[config.mk]
export PLATFORM = sky130hd
export DESIGN_NAME = memory_port_arbiter
export DESIGN_NICKNAME = d
export VERILOG_FILES = /design/src/rtl/memory_port_arbiter.sv
export SDC_FILE = /design/constraint.sdc
export NUM_CORES = 1
export LEC_CHECK = 0
export BUFFER_PORTS_ARGS = -buffer_cell sky130_fd_sc_hd__clkbuf_2
export CORE_AREA = 10 10 149 151
export CTS_CLUSTER_DIAMETER = 150
export DETAILED_ROUTE_END_ITERATION = 8
export DIE_AREA = 0 0 159 161
export SLEW_MARGIN = 20
export SYNTH_ARGS = -nofsm -noshare
export SYNTH_HDL_FRONTEND = slang
export SYNTH_SLANG_ARGS = --single-unit
[constraint.sdc]
create_clock -name clk -period 4.4 [get_ports clk]
set_input_delay 1.1 -clock clk [delete_from_list [all_inputs] [get_ports clk]]
set_output_delay 1.1 -clock clk [all_outputs]
set_load 0.05 [all_outputs]
[src/rtl/memory_port_arbiter.sv]
// Round-robin arbiter sharing one registered memory port among N requesters.
// Read responses are routed back to their issuer through a ReadLatency-deep tag pipe.
module memory_port_arbiter #(
    parameter int ParamNumRequesters = 4,
    parameter int AddrWidth          = 32,
    parameter int DataWidth          = 32,
    parameter int ReadLatency        = 1
) (
    input  logic                                    clk,
    input  logic                                    reset_n,
    input  logic [ParamNumRequesters-1:0]           req_valid,
    input  logic [ParamNumRequesters-1:0]           req_write,
    input  logic [ParamNumRequesters*AddrWidth-1:0] req_addr,
    input  logic [ParamNumRequesters*DataWidth-1:0] req_wdat,
    output logic [ParamNumRequesters-1:0]           req_ready,
    output logic [AddrWidth-1:0]                    mem_addr,
    output logic [DataWidth-1:0]                    mem_wdat,
    output logic                                    mem_we,
    output logic                                    mem_re,
    input  logic [DataWidth-1:0]                    mem_rdat,
    output logic [ParamNumRequesters-1:0]           rsp_valid,
    output logic [DataWidth-1:0]                    rsp_data
);

    localparam int N    = ParamNumRequesters;
    localparam int IdxW = (N > 1) ? $clog2(N) : 1;

    logic [IdxW-1:0]      ptr_q, ptr_d;
    logic                 grant_vld;
    logic [IdxW-1:0]      grant_idx;

    logic [AddrWidth-1:0] mem_addr_q, mem_addr_d;
    logic [DataWidth-1:0] mem_wdat_q, mem_wdat_d;
    logic                 mem_we_q, mem_we_d;
    logic                 mem_re_q, mem_re_d;
    logic [IdxW-1:0]      mem_idx_q;

    logic [ReadLatency-1:0]           tag_vld_q;
    logic [ReadLatency-1:0][IdxW-1:0] tag_idx_q;

    // Two descending passes: the second (indices at or above ptr) overrides the
    // first, so the lowest valid index at/after ptr wins, else the lowest below it.
    always_comb begin
        // NOTE: combinational blocks use blocking assignments and default every
        // output first, so no path leaves a value unassigned and infers a latch.
        grant_vld = 1'b0;
        grant_idx = '0;
        for (int i = N - 1; i >= 0; i--) begin
            if (req_valid[i] && (i < int'(ptr_q))) begin
                grant_vld = 1'b1;
                grant_idx = IdxW'(i);
            end
        end
        for (int i = N - 1; i >= 0; i--) begin
            if (req_valid[i] && (i >= int'(ptr_q))) begin
                grant_vld = 1'b1;
                grant_idx = IdxW'(i);
            end
        end
    end

    always_comb begin
        req_ready = '0;
        for (int i = 0; i < N; i++) begin
            req_ready[i] = reset_n && grant_vld && (grant_idx == IdxW'(i));
        end
    end

    always_comb begin
        ptr_d      = ptr_q;
        mem_addr_d = mem_addr_q;
        mem_wdat_d = mem_wdat_q;
        mem_we_d   = 1'b0;
        mem_re_d   = 1'b0;
        if (grant_vld) begin
            ptr_d = (grant_idx == IdxW'(N - 1)) ? '0 : grant_idx + IdxW'(1);
        end
        for (int i = 0; i < N; i++) begin
            if (grant_vld && (grant_idx == IdxW'(i))) begin
                mem_addr_d = req_addr[i*AddrWidth +: AddrWidth];
                mem_wdat_d = req_wdat[i*DataWidth +: DataWidth];
                mem_we_d   = req_write[i];
                mem_re_d   = !req_write[i];
            end
        end
    end

    always_ff @(posedge clk or negedge reset_n) begin
        // NOTE: clocked state uses non-blocking assignments so every flop samples
        // pre-edge values regardless of statement order.
        if (!reset_n) begin
            ptr_q      <= '0;
            mem_addr_q <= '0;
            mem_wdat_q <= '0;
            mem_we_q   <= 1'b0;
            mem_re_q   <= 1'b0;
            tag_vld_q  <= '0;
        end else begin
            ptr_q        <= ptr_d;
            mem_addr_q   <= mem_addr_d;
            mem_wdat_q   <= mem_wdat_d;
            mem_we_q     <= mem_we_d;
            mem_re_q     <= mem_re_d;
            tag_vld_q[0] <= mem_re_q;
            for (int s = 1; s < ReadLatency; s++) begin
                tag_vld_q[s] <= tag_vld_q[s-1];
            end
        end
    end

    // NOTE: the requester tags need no reset; they are only looked at when the
    // matching valid bit, which is reset, is set.
    always_ff @(posedge clk) begin
        mem_idx_q    <= grant_idx;
        tag_idx_q[0] <= mem_idx_q;
        for (int s = 1; s < ReadLatency; s++) begin
            tag_idx_q[s] <= tag_idx_q[s-1];
        end
    end

    always_comb begin
        rsp_valid = '0;
        for (int i = 0; i < N; i++) begin
            rsp_valid[i] = tag_vld_q[ReadLatency-1] && (tag_idx_q[ReadLatency-1] == IdxW'(i));
        end
    end

    assign rsp_data = mem_rdat;
    assign mem_addr = mem_addr_q;
    assign mem_wdat = mem_wdat_q;
    assign mem_we   = mem_we_q;
    assign mem_re   = mem_re_q;

endmodule

==> results by group, run 1 <==
Status
  – Status: completed

Synth
  – Mapped Nets: 826
  – Syn Area/Cell: 8.940 um2
  – Synth Instances: 524
  – Synth unique cells: 33
  – Post-synthesis sequential area ratio: 0.3857
  – EDFF count, synth: 0
  – FFs w/ async S/R, synth: 0.9452
  – Number of synthesis warnings: 0
  – Synth Cell Area: 4684 um2
  – Main synth FF type: dfrtp_1
  – #FFs+latches synth: 73

Die
  – Die height: 161 um
  – Initial Util: 0.2439
  – Die Width: 159 um
  – Std cell rows: 51
  – I/O pin cnt: 404
  – Total core area: 19210 um2
  – DIE AREA: 25600 um2

Critical path
  – Worst r2r path cells: 7
  – Worst R2R End: mem_addr[28]
  – Worst EP arrival: 2830 ps
  – Worst R2R Start: ptr_q[1]
  – CP Launch Type: input port
  – Reg2Reg Setup Slack: 1160 ps
  – Crit Path Max Fanout: 9
  – Worst path required time: 3300 ps
  – Crit end category: primary output
  – WS Path Type: in2out

Timing
  – Fin crit share: 0.8936
  – Relative slew slack: 0.3815
  – F_max: 0.2543 GHz
  – RSZ-0062 raised after global routing: no
  – Worst Skew: 6.993 ps
  – Min Tclk post-route: 3932 ps
  – Setup TNS: 0 ps
  – Final hold violation count: 0
  – Setup violations, final: 0
  – Slew @ Worst Pin: 926.6 ps
  – Final Slew Violations: 0

CTS
  – Clock-pin slew on the worst setup and hold paths: 60 ps
  – CTS buffer count: 9
  – Max Root-Sink Buffers: 2
  – Post-CTS Setup Repair Bufs: 0
  – CTS root buf: clkbuf_16
  – Clock Latency Late Sink: 330 ps
  – Post_cts resized: 0
  – Clock H-tree levels: 3
  – Sink Count: 73
  – CTS tree: yes
  – CTS hold repair buffers: 0

Pwr
  – Tot Pwr: 0.004848 W
  – VDD IR max: 0.4573 mV
  – PwrDens: 738.6 nW/um2
  – LEAKAGE: 3.058 nW

Global route
  – Global route total overflow: 0
  – Grt met1 use: 0.1616
  – Gr usage total: 0.1432
  – GR peak layer: met2
  – First-pass GRT wire length: 29770 um
  – Met3 Resource Use GR: 0.05033
  – Number of global-route vias before repair: 5267
  – Largest net degree at the start of global routing: 132
  – GRT met2 Usage: 0.2445
  – Initial antenna violation count: 0

Layout
  – Area growth syn-to-layout: 40.12%
  – Layout fillers: 2042
  – Most frequent cells in the layout: clkbuf_2, nand2_1, dfrtp_1
  – Commonest non-fill, non-tap cell in the layout: clkbuf_2
  – N_diodes: 0
  – Ratio of cells with drive above 1 in the final layout: 0.4552
  – Layout Nets: 1101

Placement
  – DP HPWL: 15430 um
  – I/O Buffers: 339
  – Placer Congestion: 0.7751

Route
  – Iter 0 DRT Violations: 280
  – Vias per cell: 4.701
  – Final antenna-violating net count: 0
  – Pre-antenna DRT Iters: 7
  – Number of remaining DRC errors: 0
  – Via Count: 5025
  – DR WL/cell: 18.10 um
  – Final wirelength: 19350 um

Hold path
  – Hold WC Path Type: reg2reg
  – Hold_sp: mem_idx_q[1]
  – Worst hold path cell count: 0
  – Hold endpoint: tag_idx_q[1]

Job
  – Max_cap viols: 0
==> per-layer routing <==
layer	share of wire	wire [um]
met2	0.49	9517
met1	0.40	7713
met4	0.023	448
met5	0	0
met3	0.086	1672
==> state kept, by name (all words and copies together) (netlist names) <==
register   count
mem_we         1
tag_vld_q      1
mem_wdat      32
ptr_q          2
mem_addr      32
mem_re         1
mem_idx_q      2
tag_idx_q      2
==> synthesized netlist by cell type (2+ instances only) <==
cell | count | area (um2)
a211oi_1 | 63 | 473.0
a21oi_1 | 9 | 45.04
and3_1 | 5 | 31.28
buf_2 | 23 | 115.1
buf_4 | 35 | 262.8
buf_6 | 10 | 112.6
clkbuf_1 | 15 | 56.30
dfrtp_1 | 69 | 1727
dfxtp_1 | 4 | 80.08
ha_1 | 4 | 50.05
inv_1 | 2 | 7.510
nand2_1 | 69 | 259.0
nand2b_1 | 3 | 18.77
nor2_1 | 3 | 11.26
nor2b_1 | 64 | 400.4
nor3b_1 | 3 | 22.52
o22ai_1 | 64 | 400.4
o31ai_1 | 64 | 480.5
==> layout make-up <==
class	count	area, um2	share of cell area
multi-input cells	365	2335	0.3557
repair buffers	347	1797	0.2737
inverters	3	12.51	0.001906
clock inverters	4	45.04	0.006862
flip-flops and latches	73	1807	0.2753
well taps	265	331.6	0.05051
clock buffers	12	236.5	0.03603
==> worst max path at each step <==
stage,from,to,slack (ps),depth (start not counted)
5_1_grt,req_valid[0],req_ready[3],290,7
3_5_place_dp,req_valid[0],req_ready[3],480,7
2_1_floorplan,req_valid[2],req_ready[1],610,7
6_report,req_valid[0],req_ready[3],470,7
3_3_place_gp,req_valid[0],req_ready[3],480,7
4_1_cts,req_valid[0],req_ready[3],460,7
==> critical path, stage by stage <==
cell	delay, ps
clkbuf_2	140
nand2_1	80
a21oi_1	100
nor3_1	480
ha_1	440
and3_1	210
clkbuf_2	280
==> cells by family after synthesis <==
logic type               after synthesis  synth area share
adder cells (fa/ha/maj)                4           0.01068
AO/OA/AOI/OAI                        205            0.3080
buffers and inverters                 86            0.1191
flip-flops                            73            0.3857
AND/OR/NAND/NOR                      154            0.1720
multiplexers                           2          0.004541
==> per-stage QoR <==
step             util  cell area, um2  std cells  hold slack [ps]  worst slack, ps
2_1_floorplan       -            4684        524            309.6            608.5
3_3_place_gp   0.3270            6281       1053            315.2            482.7
3_5_place_dp   0.3270            6281       1053            312.1            476.8
4_1_cts        0.3417            6563       1069            326.5            462.2
5_1_grt        0.3417            6564       1069            342.2            286.6
6_report       0.3417            6564       1069            326.9            468.2
==> report_power, final <==
group / leakage (nW) / internal, W / switching [W]
Sequential: 0.831 / 0.00101 / 0.000188
Clock: 0.140 / 0.000437 / 0.000281
Combinational: 2.09 / 0.000792 / 0.00214
(Power assumes the default switching activity.)
==> run 2: changes to the inputs <==
--- a/config.mk
+++ b/config.mk
@@ -5,11 +5,11 @@
 export SDC_FILE = /design/constraint.sdc
 export NUM_CORES = 1
 export LEC_CHECK = 0
-export BUFFER_PORTS_ARGS = -buffer_cell sky130_fd_sc_hd__clkbuf_2
-export CORE_AREA = 10 10 149 151
+export CORE_AREA = 10 10 150 152
 export CTS_CLUSTER_DIAMETER = 150
 export DETAILED_ROUTE_END_ITERATION = 8
-export DIE_AREA = 0 0 159 161
+export DIE_AREA = 0 0 160 162
+export DONT_BUFFER_PORTS = 1
 export SLEW_MARGIN = 20
 export SYNTH_ARGS = -nofsm -noshare
 export SYNTH_HDL_FRONTEND = slang
==> results by group, run 2 (synthesis results as in run 1) <==
Route
  – Pre-antenna DRT Iters: 4 (-3)
  – Iter 0 DRT Violations: 265 (-5.4%)
  – Final antenna-violating net count: 0 (unchanged)
  – Via Count: 3876 (-23%)
  – Vias per cell: 5.302 (+13%)
  – Final wirelength: 17700 um (-8.5%)
  – DR WL/cell: 24.22 um (+34%)
  – Number of remaining DRC errors: 0 (unchanged)

Die
  – Initial Util: 0.2415 (-0.002407)
  – Total core area: 19400 um2 (+1.0%)
  – Die Width: 160 um (+0.63%)
  – Std cell rows: 51 (unchanged)
  – Die height: 162 um (+0.62%)
  – DIE AREA: 25920 um2 (+1.3%)
  – I/O pin cnt: 404 (unchanged)

Timing
  – Fin crit share: 0.8563 (-0.03725)
  – Setup violations, final: 0 (unchanged)
  – F_max: 0.2654 GHz (+4.3%)
  – Final Slew Violations: 0 (unchanged)
  – Final hold violation count: 0 (unchanged)
  – Worst Skew: 7.185 ps (+0.1923 ps)
  – Setup TNS: 0 ps (unchanged)
  – Min Tclk post-route: 3768 ps (-163.9 ps)
  – Setup ws final: 632.1 ps (+163.9 ps)
  – Slew @ Worst Pin: 949.7 ps (+23.06 ps)
  – RSZ-0062 raised after global routing: no
  – Relative slew slack: 0.3645 (-0.01699)

Layout
  – Design area: 4880 um2 (-26%)
  – Area growth syn-to-layout: 4.167%
  – Most frequent cells in the layout: nand2_1, dfrtp_1, o22ai_1, nor2b_1, o31ai_1
  – Non-filler cells, final: 731 (-32%)
  – Ratio of cells with drive above 1 in the final layout: 0.06237 (-0.3929)
  – Layout Nets: 762 (-31%)

Global route
  – Gr usage total: 0.1268 (-0.01637)
  – Initial antenna violation count: 2 (+2)
  – Largest net degree at the start of global routing: 132 (unchanged)
  – Number of global-route vias before repair: 4036 (-23%)
  – Global route total overflow: 0 (unchanged)
  – First-pass GRT wire length: 25760 um (-13%)

Placement
  – Pre-CTS setup slack: 636.0 ps (+159.1 ps)
  – Placed cells: 714 (-32%)
  – Placer Congestion: 0.8334 (+7.5%)
  – DP HPWL: 14030 um (-9.0%)
  – I/O Buffers: 0 (-100%)
  – Placed Area: 4587 um2 (-27%)

Pwr
  – PwrDens: 903.7 nW/um2 (+22%)
  – LEAKAGE: 1.638 nW (-46%)
  – Comb pwr share: 0.285 (-0.319)
  – Sequential share of power: 0.549 (+0.302)
  – Power Internal: 0.001917 W (-14%)
  – VDD IR max: 0.3742 mV (-18%)
  – Sw Ratio: 0.5654 (+0.02742)
  – Net Sw Power: 0.002493 W (-4.4%)
  – Clk network pwr share: 0.166 (+0.018)

CTS
  – Clock-pin slew on the worst setup and hold paths: 60 ps (about the same)
  – CTS buffer count: 9 (unchanged)
  – Post_cts resized: 0 (unchanged)
  – Sink Count: 73 (unchanged)
  – CTS hold repair buffers: 0 (unchanged)
  – CTS root buf: clkbuf_16
  – Max Root-Sink Buffers: 2 (unchanged)
  – Clock H-tree levels: 3 (unchanged)
  – CTS tree: yes
  – Post-CTS Setup Repair Bufs: 0 (unchanged)
  – Clock Latency Late Sink: 340 ps (about the same)

Critical path
  – Crit Path Max Fanout: 9 (unchanged)
  – Max stage delay on crit path: 550 ps (+70 ps)
  – CP Launch Type: input port
  – Worst r2r path cells: 8 (+1)
  – Worst EP arrival: 2670 ps (-160 ps)
  – Crit end category: primary output
  – Reg2Reg Setup Slack: 1530 ps (+370 ps)
  – CP max-delay cell: and3_1
  – Worst Path Buf+Inv: 0 (-2)
  – CP Cell Sequence: nand2_1, a21oi_1, nor3_1, ha_1, and3_1
  – WS Path Type: in2out
  – Worst R2R Start: ptr_q[1]
  – Worst R2R End: mem_addr[20]
  – Worst path required time: 3300 ps (about the same)
  – CP top delay family: simple AND/OR/NAND/NOR gates

Hold path
  – Hold_sp: mem_idx_q[1]
  – Worst hold path cell count: 0 (unchanged)
  – Hold WC Path Type: reg2reg
  – Hold endpoint: tag_idx_q[1]

Status
  – Status: completed

Job
  – Max_cap viols: 0 (unchanged)
-- run 2: metrics by stage --
| step | total power (W) | hold WS [ps] | util |
|---|---|---|---|
| 4_1_cts | 0.004484 | 349.5 | 0.2514 |
| 5_1_grt | 0.004668 | 352.5 | 0.2515 |
| 3_3_place_gp | 0.003702 | 331.0 | 0.2365 |
| 2_1_floorplan | 0.003475 | 309.6 | - |
| 6_report | 0.004410 | 346.5 | 0.2515 |
| 3_5_place_dp | 0.003725 | 329.5 | 0.2365 |
-- run 2: worst max-delay path by stage --
stage	cells past startpoint	to	startpoint	slack (ps)
final	5	req_ready[3]	req_valid[0]	630
after floorplan	7	req_ready[1]	req_valid[2]	610
after CTS	5	req_ready[3]	req_valid[0]	630
after detailed placement	5	req_ready[3]	req_valid[2]	640
after global routing	5	req_ready[3]	req_valid[0]	510
after global placement	5	req_ready[3]	req_valid[0]	630
-- run 2: power by group through the flow --
stage	combinational, W	clock, W	sequential, W
CTS	0.00127	0.000772	0.00244
floorplan	0.00119	0	0.00228
detailed placement	0.00128	0	0.00245
global route	0.00141	0.000796	0.00247
finish	0.00126	0.000730	0.00242
global placement	0.00125	0	0.00245
-- run 2: area by class of cell --
class                   count  area [um2]
flip-flops and latches     73        1807
well taps                 265       331.6
multi-input cells         365        2340
clock buffers              11       232.7
inverters                   3       11.26
fillers                  2134       14520
clock inverters             5       57.56
diodes                      1       2.502
repair buffers              8       97.59
-- run 2: metal layers --
layer	GRT usage	vias to the layer above	share of wire
met5	0	-	0.00068
met2	0.2094	230	0.49
li1	-	1805	-
met4	0.03965	2	0.019
met3	0.06421	25	0.11
met1	0.1398	1814	0.38
==> run 3: changes to the inputs <==
--- a/config.mk
+++ b/config.mk
@@ -5,10 +5,10 @@
 export SDC_FILE = /design/constraint.sdc
 export NUM_CORES = 1
 export LEC_CHECK = 0
-export CORE_AREA = 10 10 150 152
+export CORE_AREA = 10 10 147 149
 export CTS_CLUSTER_DIAMETER = 150
 export DETAILED_ROUTE_END_ITERATION = 8
-export DIE_AREA = 0 0 160 162
+export DIE_AREA = 0 0 157 159
 export DONT_BUFFER_PORTS = 1
 export SLEW_MARGIN = 20
 export SYNTH_ARGS = -nofsm -noshare
==> results by group, run 3 (synthesis results as in run 1) <==
Critical path
  – Worst R2R Start: ptr_q[1]
  – CP Cell Sequence: mux2i_1, nor2_1, nor3_1, ha_1, and3_1
  – Critical Path Stages: 5 (unchanged)
  – Reg2Reg Setup Slack: 1130 ps (-400 ps)
  – Critical Path Start: req_valid[2]
  – Worst R2R End: mem_wdat[5]
  – WS Path Type: in2out
  – Worst Path Buf+Inv: 0 (unchanged)
  – Worst EP arrival: 2710 ps (+40 ps)
  – CP max-delay cell: and3_1
  – Worst path required time: 3300 ps (about the same)
  – Setup crit end: req_ready[3]
  – Max stage delay on crit path: 560 ps (about the same)
  – CP Launch Type: input port
  – Crit Path Max Fanout: 9 (unchanged)
  – CP top delay family: simple AND/OR/NAND/NOR gates
  – Crit end category: primary output
  – Worst r2r path cells: 7 (-1)

Global route
  – Global route total overflow: 0 (unchanged)
  – Largest net degree at the start of global routing: 132 (unchanged)
  – Gr usage total: 0.1296 (+0.002777)
  – Number of global-route vias before repair: 4009 (-0.67%)
  – First-pass GRT wire length: 25160 um (-2.3%)
  – Initial antenna violation count: 1 (-1)

Route
  – Via Count: 3849 (-0.70%)
  – Pre-antenna DRT Iters: 6 (+2)
  – Vias per cell: 5.499 (+3.7%)
  – Final wirelength: 17320 um (-2.2%)
  – Iter 0 DRT Violations: 204 (-23%)
  – DR WL/cell: 24.74 um (+2.2%)
  – Number of remaining DRC errors: 0 (unchanged)
  – Final antenna-violating net count: 0 (unchanged)

CTS
  – CTS tree: yes
  – Sink Count: 73 (unchanged)
  – Post_cts resized: 0 (unchanged)
  – Clock-pin slew on the worst setup and hold paths: 60 ps (about the same)
  – Post-CTS Setup Repair Bufs: 0 (unchanged)
  – CTS root buf: clkbuf_16
  – Clock H-tree levels: 3 (unchanged)
  – CTS buffer count: 9 (unchanged)
  – Clock Latency Late Sink: 340 ps (about the same)
  – CTS hold repair buffers: 0 (unchanged)
  – Max Root-Sink Buffers: 2 (unchanged)

Timing
  – Setup violations, final: 0 (unchanged)
  – Min Tclk post-route: 3813 ps (+44.82 ps)
  – Worst Skew: 6.190 ps (-0.9953 ps)
  – Relative slew slack: 0.3788 (+0.01423)
  – Slew @ Worst Pin: 928.4 ps (-21.27 ps)
  – F_max: 0.2623 GHz (-1.2%)
  – Setup ws final: 587.3 ps (-44.82 ps)
  – Final Slew Violations: 0 (unchanged)
  – Setup TNS: 0 ps (unchanged)
  – Final hold violation count: 0 (unchanged)
  – Fin crit share: 0.8665 (+0.01019)
  – RSZ-0062 raised after global routing: no

Placement
  – Pre-CTS setup slack: 597.2 ps (-38.80 ps)
  – I/O Buffers: 0 (unchanged)
  – DP HPWL: 13550 um (-3.5%)
  – Placer Congestion: 0.7656 (-8.1%)

Pwr
  – VDD IR max: 0.3621 mV (-3.2%)
  – LEAKAGE: 1.656 nW (+1.1%)
  – PwrDens: 919.9 nW/um2 (+1.8%)

Layout
  – Fin util: 0.2609 (+0.009327)
  – Layout Nets: 762 (unchanged)
  – Layout fillers: 1967 (-7.8%)
  – Area growth syn-to-layout: 3.472%
  – Most frequent cells in the layout: nand2_1, dfrtp_1, o22ai_1, nor2b_1, o31ai_1
  – Ratio of cells with drive above 1 in the final layout: 0.06667 (+0.004301)

Job
  – Max_cap viols: 0 (unchanged)

Die
  – Std cell rows: 50 (-2.0%)
  – Die Width: 157 um (-1.9%)
  – Die height: 159 um (-1.9%)
  – Initial Util: 0.2521 (+0.01064)
  – Total core area: 18580 um2 (-4.2%)
  – DIE AREA: 24960 um2 (-3.7%)
  – I/O pin cnt: 404 (unchanged)

Status
  – Status: completed

Hold path
  – Worst hold path cell count: 0 (unchanged)
  – Hold_sp: mem_idx_q[0]
  – Hold WC Path Type: reg2reg
[run 3: area by class of cell]
type / instances / area, um2 / area share
Multi-Input combinational cell: 365 / 2340 / 0.4827
Inverter: 3 / 12.51 / 0.002581
Timing Repair Buffer: 8 / 72.57 / 0.01497
Tap cell: 234 / 292.8 / 0.06040
Antenna cell: 1 / 2.502 / 0.0005163
Clock inverter: 7 / 95.09 / 0.01962
Sequential cell: 73 / 1807 / 0.3727
Clock buffer: 9 / 225.2 / 0.04646
[run 3: where the power goes]
group	internal [W]	leakage, nW	switching (W)
Sequential	0.000988	0.831	0.00141
Clock	0.000497	0.155	0.000306
Combinational	0.000482	0.669	0.000776
Total	0.00197	1.66	0.00249
[run 3: worst reg2reg max path, cell delays in order (launching register included)]
cell      delay [ps]
dfrtp_1          460
mux2i_1          220
nor2_1            80
nor3_1           410
ha_1             440
clkinv_2         800
o22ai_1          610
o31ai_1          110
[run 3: metrics by stage]
| stage | hold slack, ps | total power [W] | instance area, um2 | cells |
|---|---|---|---|---|
| 2_1_floorplan | 309.6 | 0.003475 | 4684 | 524 |
| 3_3_place_gp | 325.6 | 0.003685 | 4523 | 683 |
| 3_5_place_dp | 313.5 | 0.003702 | 4523 | 683 |
| 4_1_cts | 328.9 | 0.004533 | 4843 | 699 |
| 5_1_grt | 334.6 | 0.004746 | 4847 | 700 |
| 6_report | 328.7 | 0.004459 | 4847 | 700 |
[run 3: metal layers]
| metal | vias up | share of wire | global-route usage |
|---|---|---|---|
| met2 | 237 | 0.50 | 0.2203 |
| met1 | 1794 | 0.36 | 0.1324 |
| met5 | - | 0 | 0 |
| li1 | 1801 | - | - |
| met3 | 17 | 0.13 | 0.07232 |
| met4 | 0 | 0.014 | 0.03863 |
[run 3: worst min-delay path by stage]
stage	to	slack, ps
after detailed placement	tag_idx_q[0]	310
after CTS	tag_idx_q[0]	330
after global routing	tag_idx_q[1]	330
after global placement	tag_idx_q[0]	330
after floorplan	tag_idx_q[0]	310
final	tag_idx_q[0]	330
